$ cat src/rtl/param_updown_counter_if.sv
// param_updown_counter_if: control and status bundle for the modulo-N up/down counter
interface param_updown_counter_if #(parameter int WIDTH = 4);
  logic             en;
  logic             up;
  logic             load;
  logic [WIDTH-1:0] load_val;
  logic [WIDTH-1:0] q;
  logic             tc;
  logic             wrap;
  modport master (output en, up, load, load_val, input q, tc, wrap);
  modport slave  (input en, up, load, load_val, output q, tc, wrap);
endinterface

$ cat src/rtl/param_updown_counter.sv
// param_updown_counter: synchronous modulo-N up/down counter with load, wrap pulse and saturate mode
module param_updown_counter #(
  parameter int WIDTH    = 4,
  parameter int MODULUS  = 16,
  parameter int SATURATE = 0
) (
  input logic                   clk,
  input logic                   reset,
  param_updown_counter_if.slave bus
);
  localparam logic [WIDTH-1:0] MAX = WIDTH'(MODULUS - 1);
  localparam logic             SAT = SATURATE != 0;
  logic             at_top, at_bot, at_bound;
  logic [WIDTH-1:0] q_nxt, ld_val, cnt_val;
  logic             wrap_nxt;
  assign at_top   = bus.q == MAX;
  assign at_bot   = bus.q == '0;
  assign at_bound = bus.up ? at_top : at_bot;
  assign bus.tc   = at_bound;
  always_comb begin
    ld_val   = bus.load_val > MAX ? MAX : bus.load_val;
    cnt_val  = bus.up ? (at_top ? (SAT ? MAX : '0) : bus.q + 1'b1)
                      : (at_bot ? (SAT ? '0 : MAX) : bus.q - 1'b1);
    q_nxt    = bus.load ? ld_val : bus.en ? cnt_val : bus.q;
    wrap_nxt = !bus.load && bus.en && at_bound && !SAT;
  end
  always_ff @(posedge clk or negedge reset)
    if (!reset) begin
      bus.q    <= '0;
      bus.wrap <= 1'b0;
    end else begin
      bus.q    <= q_nxt;
      bus.wrap <= wrap_nxt;
    end
endmodule
$ cat src/flat_wrapper.sv
// flat-port wrapper written by rule: the top's interface ports become plain ports
module param_updown_counter_flat 
#(
  parameter int WIDTH    = 4,
  parameter int MODULUS  = 16,
  parameter int SATURATE = 0
)
  (clk, reset, bus_en, bus_up, bus_load, bus_load_val, bus_q, bus_tc, bus_wrap);
  param_updown_counter_if #(.WIDTH(WIDTH)) bus_i ();
  input logic clk;
  input logic reset;
  input wire logic [$bits(bus_i.en)-1:0] bus_en;
  input wire logic [$bits(bus_i.up)-1:0] bus_up;
  input wire logic [$bits(bus_i.load)-1:0] bus_load;
  input wire logic [$bits(bus_i.load_val)-1:0] bus_load_val;
  output wire logic [$bits(bus_i.q)-1:0] bus_q;
  output wire logic [$bits(bus_i.tc)-1:0] bus_tc;
  output wire logic [$bits(bus_i.wrap)-1:0] bus_wrap;
  assign bus_i.en = bus_en;
  assign bus_i.up = bus_up;
  assign bus_i.load = bus_load;
  assign bus_i.load_val = bus_load_val;
  assign bus_q = bus_i.q;
  assign bus_tc = bus_i.tc;
  assign bus_wrap = bus_i.wrap;
  param_updown_counter #(.WIDTH(WIDTH), .MODULUS(MODULUS), .SATURATE(SATURATE)) u_core (.clk(clk), .reset(reset), .bus(bus_i));
endmodule
$ cat config.mk
export PLATFORM = sky130hd
export DESIGN_NAME = param_updown_counter_flat
export DESIGN_NICKNAME = d
export VERILOG_FILES = /design/src/rtl/param_updown_counter_if.sv /design/src/rtl/param_updown_counter.sv /design/src/flat_wrapper.sv
export SDC_FILE = /design/constraint.sdc
export NUM_CORES = 1
export LEC_CHECK = 0
export CAP_MARGIN = 20
export CORE_AREA = 8 8 45 47
export CTS_CLUSTER_DIAMETER = 60
export CTS_CLUSTER_SIZE = 12
export DETAILED_ROUTE_END_ITERATION = 8
export DIE_AREA = 0 0 53 55
export MAX_ROUTING_LAYER = met4
export PLACE_DENSITY = 0.61
export SYNTH_ARGS = -nofsm -noshare
export SYNTH_HDL_FRONTEND = slang
export SYNTH_SLANG_ARGS = --single-unit
$ cat constraint.sdc
create_clock -name clk -period 2.6 [get_ports clk]
set_input_delay 0.39 -clock clk [delete_from_list [all_inputs] [get_ports clk]]
set_output_delay 0.39 -clock clk [all_outputs]
set_load 0.1 [all_outputs]
======== Word-level counts from Yosys, hierarchy flattened ========
Index checks and enable logic that the tools add are counted.
cells by class
  add/subtract/negate cells ............... 2
  magnitude comparators ................... 1
  equality and inequality tests ........... 1
  muxes and demuxes ....................... 7
  reduce and logical (&&, ||, !) cells .... 5
operators by type and width
  cell                   number
  $mux W4                6
  $add A4 B1 Y4 const B  1
  $eq A4 B4 Y1 const B   1
  $gt A4 B4 Y1 const B   1
  $logic_not A4 Y1       1
  $sub A4 B1 Y4 const B  1
  $logic_and A1 B1 Y1    2
  $reduce_bool A2 Y1     1
  $logic_not A1 Y1       1
  $mux W1                1
storage, ports and cells
  bits in registers ....................... 5
  input bits .............................. 9

======== Logic depth before layout (Yosys ltp) ========
  word-level depth ........................ 5
  depth in mapped cells ................... 6
  depth with buffers taken out ............ 6

======== Least setup slack after synthesis ========
OpenSTA, ideal clock, no wires.
  path type ............................... reg2reg
  start point ............................. register u_core.bus.q[0]
  end point ............................... register u_core.bus.wrap
  library setup time ...................... 124 ps
  data arrival time ....................... 2,546 ps
  data required time ...................... 2,476 ps
  slack ................................... -71 ps
  stages on the path, launching flop included .. 6
  buffers on the path ..................... 0
  period minus slack after synthesis ...... 2,671 ps
  path through ............................ dfrtp_1 > inv_1 > ha_1 > or4b_4 > nand2_1 > and3b_1
between the ends
  word-level cells in the longest chain between the ends .. 3
  elaborated cells on any way between the ends .. 4
  those cells by class .................... eq/ne: 1; mux: 1; reduce/logical: 2
RTL lines
  what                                              RTL line                                                RTL
  from (decl)                                       param_updown_counter_if.sv:11                           modport slave (input en, up, load, load_val, output q, tc, wrap);
  from (signal assigned)                            param_updown_counter.sv:32                              bus.q <= q_nxt;
  $eq A4 B4 Y1 or $logic_not A4 Y1 (tied branches)  param_updown_counter.sv:16, param_updown_counter.sv:17
  $mux W1 *                                         param_updown_counter.sv:18                              assign at_bound = bus.up ? at_top : at_bot;
  named net bus_tc                                  flat_wrapper.sv:17                                      output wire logic [$bits(bus_i.tc)-1:0] bus_tc;
  $logic_and A1 B1 Y1 *                             param_updown_counter.sv:25                              wrap_nxt = !bus.load && bus.en && at_bound && !SAT;
  named net u_core.wrap_nxt                         param_updown_counter.sv:15                              logic wrap_nxt;
  to (signal assigned)                              param_updown_counter.sv:33                              bus.wrap <= wrap_nxt;
  to (decl)                                         param_updown_counter_if.sv:11
The timed path passes the listed nets; every way through them passes the cells marked *.
A chain may end at the register's enable or synchronous reset.

======== Worst setup path after layout ========
  start point ............................. input bus_up
  end point ............................... output bus_tc
between the ends
  word-level cells in the longest chain between the ends .. 1
RTL lines
  what         RTL line                    RTL
  from (decl)  flat_wrapper.sv:13          input wire logic [$bits(bus_i.up)-1:0] bus_up;
  $mux W1      param_updown_counter.sv:18
  to (decl)    flat_wrapper.sv:17
Every way passes these cells.

==> results.sh <==
export IMPL_run_status="complete, no violations"
export IMPL_post_route_cells_drive_above_1_share=0.2759
export IMPL_post_drt_wl_per_cell_um=11.72
export IMPL_cts_sinks=5
export IMPL_cts_tree="yes"
export IMPL_remaining_drc_errors=0
export IMPL_syn_warnings=0
export IMPL_antenna_found_initial=0
export IMPL_mappedNetlistArea_sq_um=376.6
export IMPL_setup_violations=0
export IMPL_die_area_sq_um=2915
export IMPL_tightest_slew_ns=0.2797
export IMPL_fmax_ghz=0.4716
export IMPL_drv_max_cap_violation_count=0
export IMPL_first_global_vias=342
export IMPL_synth_avg_cell_area_sq_um=9.415
export IMPL_via_per_inst=4.730
export IMPL_final_min_period_over_clock_period=0.8155
export IMPL_cts_made_buffers=3
export IMPL_global_route_usage_total=0.06836
export IMPL_worst_setup_hold_path_clk_slew_ns=0.04
export IMPL_wire_length_of_the_first_global_routing_pass_um=1386
export IMPL_cts_resized=0
export IMPL_postSynthCellCount=40
export IMPL_synth_seq_cells=5
export IMPL_route_vias_total=350
export IMPL_drtIter0Drc=4
export IMPL_dieWidth_um=53
export IMPL_placement_io_buffers=14
export IMPL_grt_remaining_overflow=0
export IMPL_worst_endpoint_arrival_ns=1.73
export IMPL_synthDominantAreaCellType="sky130_fd_sc_hd__dfrtp_1"
export IMPL_placementRows=14
export IMPL_post_synth_num_cell_types=22
export IMPL_cts_hold_fix_buffers=0
export IMPL_timing_max_transition_violations_final=0
export IMPL_cp_cell_sequence="clkdlybuf4s50_1 > or4b_4 > nand2_2 > buf_12"
export IMPL_critical_path_required_ns=2.21
export IMPL_power_leakage_nw=0.2614
export IMPL_clk_insertion_delay_late_ns=0.24
export IMPL_io_pin_count=15
export IMPL_num_nets_final=70
export IMPL_power_ir_vdd_worst_uv=212.6
export IMPL_startpoint_type="input port"
export IMPL_largest_net_degree_at_the_start_of_global_routing=9
export IMPL_globalplace_congestion=0.7119
export IMPL_p_per_area_nw_per_um2=680.6
export IMPL_floorplan_die_height_um=55
export IMPL_cts_root_buffer="sky130_fd_sc_hd__clkbuf_4"
export IMPL_skew_ns=0.0007100
export IMPL_main_area_contributors_after_synthesis="sky130_fd_sc_hd__dfrtp_1 (33%), sky130_fd_sc_hd__xnor2_1 (7.0%), sky130_fd_sc_hd__ha_1 (6.6%), sky130_fd_sc_hd__mux2_2 (6.0%), sky130_fd_sc_hd__nand2_1 (6.0%)"
export IMPL_first_pass_iters=5
export IMPL_cts_htree_levels=1
export IMPL_cts_post_setup_buffers_inserted=0
export IMPL_critical_path_max_stage_delay_ns=0.54
export IMPL_cp_end_kind="output port"
export IMPL_diodes=0
export IMPL_critical_path_peak_fanout=6
export IMPL_max_slew_margin_rel=0.8151
export IMPL_yosysSeqAreaShare=0.3322
export IMPL_areaGrowthSynthToFinish_pct=48.84
export IMPL_yosys_top_cell_area_share=0.3322
export IMPL_final_critical_period_ns=2.120
export IMPL_cts_buffer_depth=2
export IMPL_floorplan_initialDensity=0.2722
export IMPL_fin_hold_viols=0
export IMPL_syn_nets=51
export IMPL_path_class="in -> out"
export IMPL_report_power_total_mw=0.3815
export IMPL_worstHoldPathType="in -> async"
export IMPL_core_sq_um=1384
export IMPL_hpwlAfterDp_um=695.1
export IMPL_final_wl_um=867
export IMPL_antenna_violating_nets_left=0
export IMPL_timing_setup_tns_ns=0
export IMPL_grt_setup_unrepaired="no"
export IMPL_cp_slowest_cell="sky130_fd_sc_hd__or4b_4"
critical path, delay by kind of cell:
| kind | cells | cell delay [ns] |
|---|---|---|
| and+or+nand+nor | 2 | 0.65 |
| buffers and inverters | 2 | 0.69 |
cell families after synthesis:
group	share of synthesized area
multiplexers	0.1163
flip-flops	0.3322
buffers and inverters	0.05980
AND/OR/NAND/NOR	0.2359
AO/OA/AOI/OAI	0.1196
XOR/XNOR	0.06978
adder cells (fa/ha/maj)	0.06643
metrics by stage:
| step | hold slack (ns) | instances | setup slack (ns) | area [sq um] | util |
|---|---|---|---|---|---|
| 3_5_place_dp | 0.6282 | 70 | 0.4883 | 534.3 | 0.3861 |
| 6_report | 0.3714 | 74 | 0.4798 | 560.5 | 0.4051 |
| 4_1_cts | 0.3723 | 74 | 0.4852 | 560.5 | 0.4051 |
| 5_1_grt | 0.3824 | 74 | 0.4413 | 560.5 | 0.4051 |
| 3_3_place_gp | 0.6263 | 70 | 0.4925 | 534.3 | 0.3861 |
| 2_1_floorplan | 0.09441 | 40 | 0.2463 | 380.4 | - |
synthesized netlist by cell type, drive strengths merged:
| library cell | count |
|---|---|
| nor2 | 1 |
| mux2i | 1 |
| and3b | 1 |
| nor3b | 1 |
| a211o | 1 |
| o21ai | 4 |
| nor3 | 1 |
| or4b | 1 |
| dfrtp | 5 |
| nor2b | 1 |
| nand2 | 6 |
| a21oi | 2 |
| nand4 | 1 |
| or4 | 1 |
| mux2 | 3 |
| xnor2 | 3 |
| a31oi | 1 |
| inv | 3 |
| buf | 1 |
| ha | 2 |
final timing paths:
check                                     start         endpoint  cells past startpoint  slack [ns]
worst max-delay path                     bus_up           bus_tc                      4        0.48
worst min-delay path                      reset  u_core.bus.q[1]                      1        0.37
worst max register to register  u_core.bus.q[0]  u_core.bus.q[3]                      6        1.01
worst min register to register  u_core.bus.q[1]  u_core.bus.q[1]                      2        0.69
max in group asynchronous                 reset  u_core.bus.q[0]                      1        2.02
min in group clk                u_core.bus.q[1]  u_core.bus.q[1]                      2        0.69
cell type report:
class                   instances  area (sq um)
inverters                       3         11.26
well taps                      16         20.02
multi-input cells              31         231.5
clock buffers                   4         26.28
flip-flops and latches          5         126.4
fillers                       153         823.3
repair buffers                 15         145.1
registers in the layout, indices dropped and copies added, names as in the netlist:
name	count
u_core.bus.q	4
u_core.bus.wrap	1
layer usage:
| metal | track usage | vias up | routed length (um) |
|---|---|---|---|
| met5 | - | - | 0 |
| met3 | 0.02139 | 4 | 59 |
| met2 | 0.09766 | 14 | 410 |
| li1 | - | 176 | - |
| met4 | 0.07759 | 0 | 29 |
| met1 | 0.06902 | 156 | 369 |
cells in the final DEF (no fill, tap or decap):
master and count:
sky130_fd_sc_hd__nor2_1 1, sky130_fd_sc_hd__nand4_1 1, sky130_fd_sc_hd__nand2_1 5, sky130_fd_sc_hd__buf_4 6, sky130_fd_sc_hd__buf_12 1, sky130_fd_sc_hd__xnor2_1 3
sky130_fd_sc_hd__clkbuf_4 3, sky130_fd_sc_hd__a211o_1 1, sky130_fd_sc_hd__ha_1 2, sky130_fd_sc_hd__or4b_4 1, sky130_fd_sc_hd__o21ai_0 3, sky130_fd_sc_hd__or4_1 1
sky130_fd_sc_hd__nand2_2 1, sky130_fd_sc_hd__mux2i_1 1, sky130_fd_sc_hd__dfrtp_2 1, sky130_fd_sc_hd__a31oi_1 1, sky130_fd_sc_hd__mux2_1 1, sky130_fd_sc_hd__and3b_1 1
sky130_fd_sc_hd__o21ai_1 1, sky130_fd_sc_hd__nor3_1 1, sky130_fd_sc_hd__dfrtp_1 4, sky130_fd_sc_hd__clkbuf_1 1, sky130_fd_sc_hd__clkdlybuf4s50_1 8, sky130_fd_sc_hd__nor2b_4 1
sky130_fd_sc_hd__inv_1 3, sky130_fd_sc_hd__a21oi_1 2, sky130_fd_sc_hd__mux2_2 2, sky130_fd_sc_hd__nor3b_1 1
report_power, final:
group / leakage (nW) / switching, mW / internal, mW / total [mW]
sequential: 0.0605 / 0.0179 / 0.0889 / 0.107
clock: 0.0150 / 0.0289 / 0.0578 / 0.0867
combinational: 0.186 / 0.125 / 0.0631 / 0.188
Power figures use the tool's default switching activity.
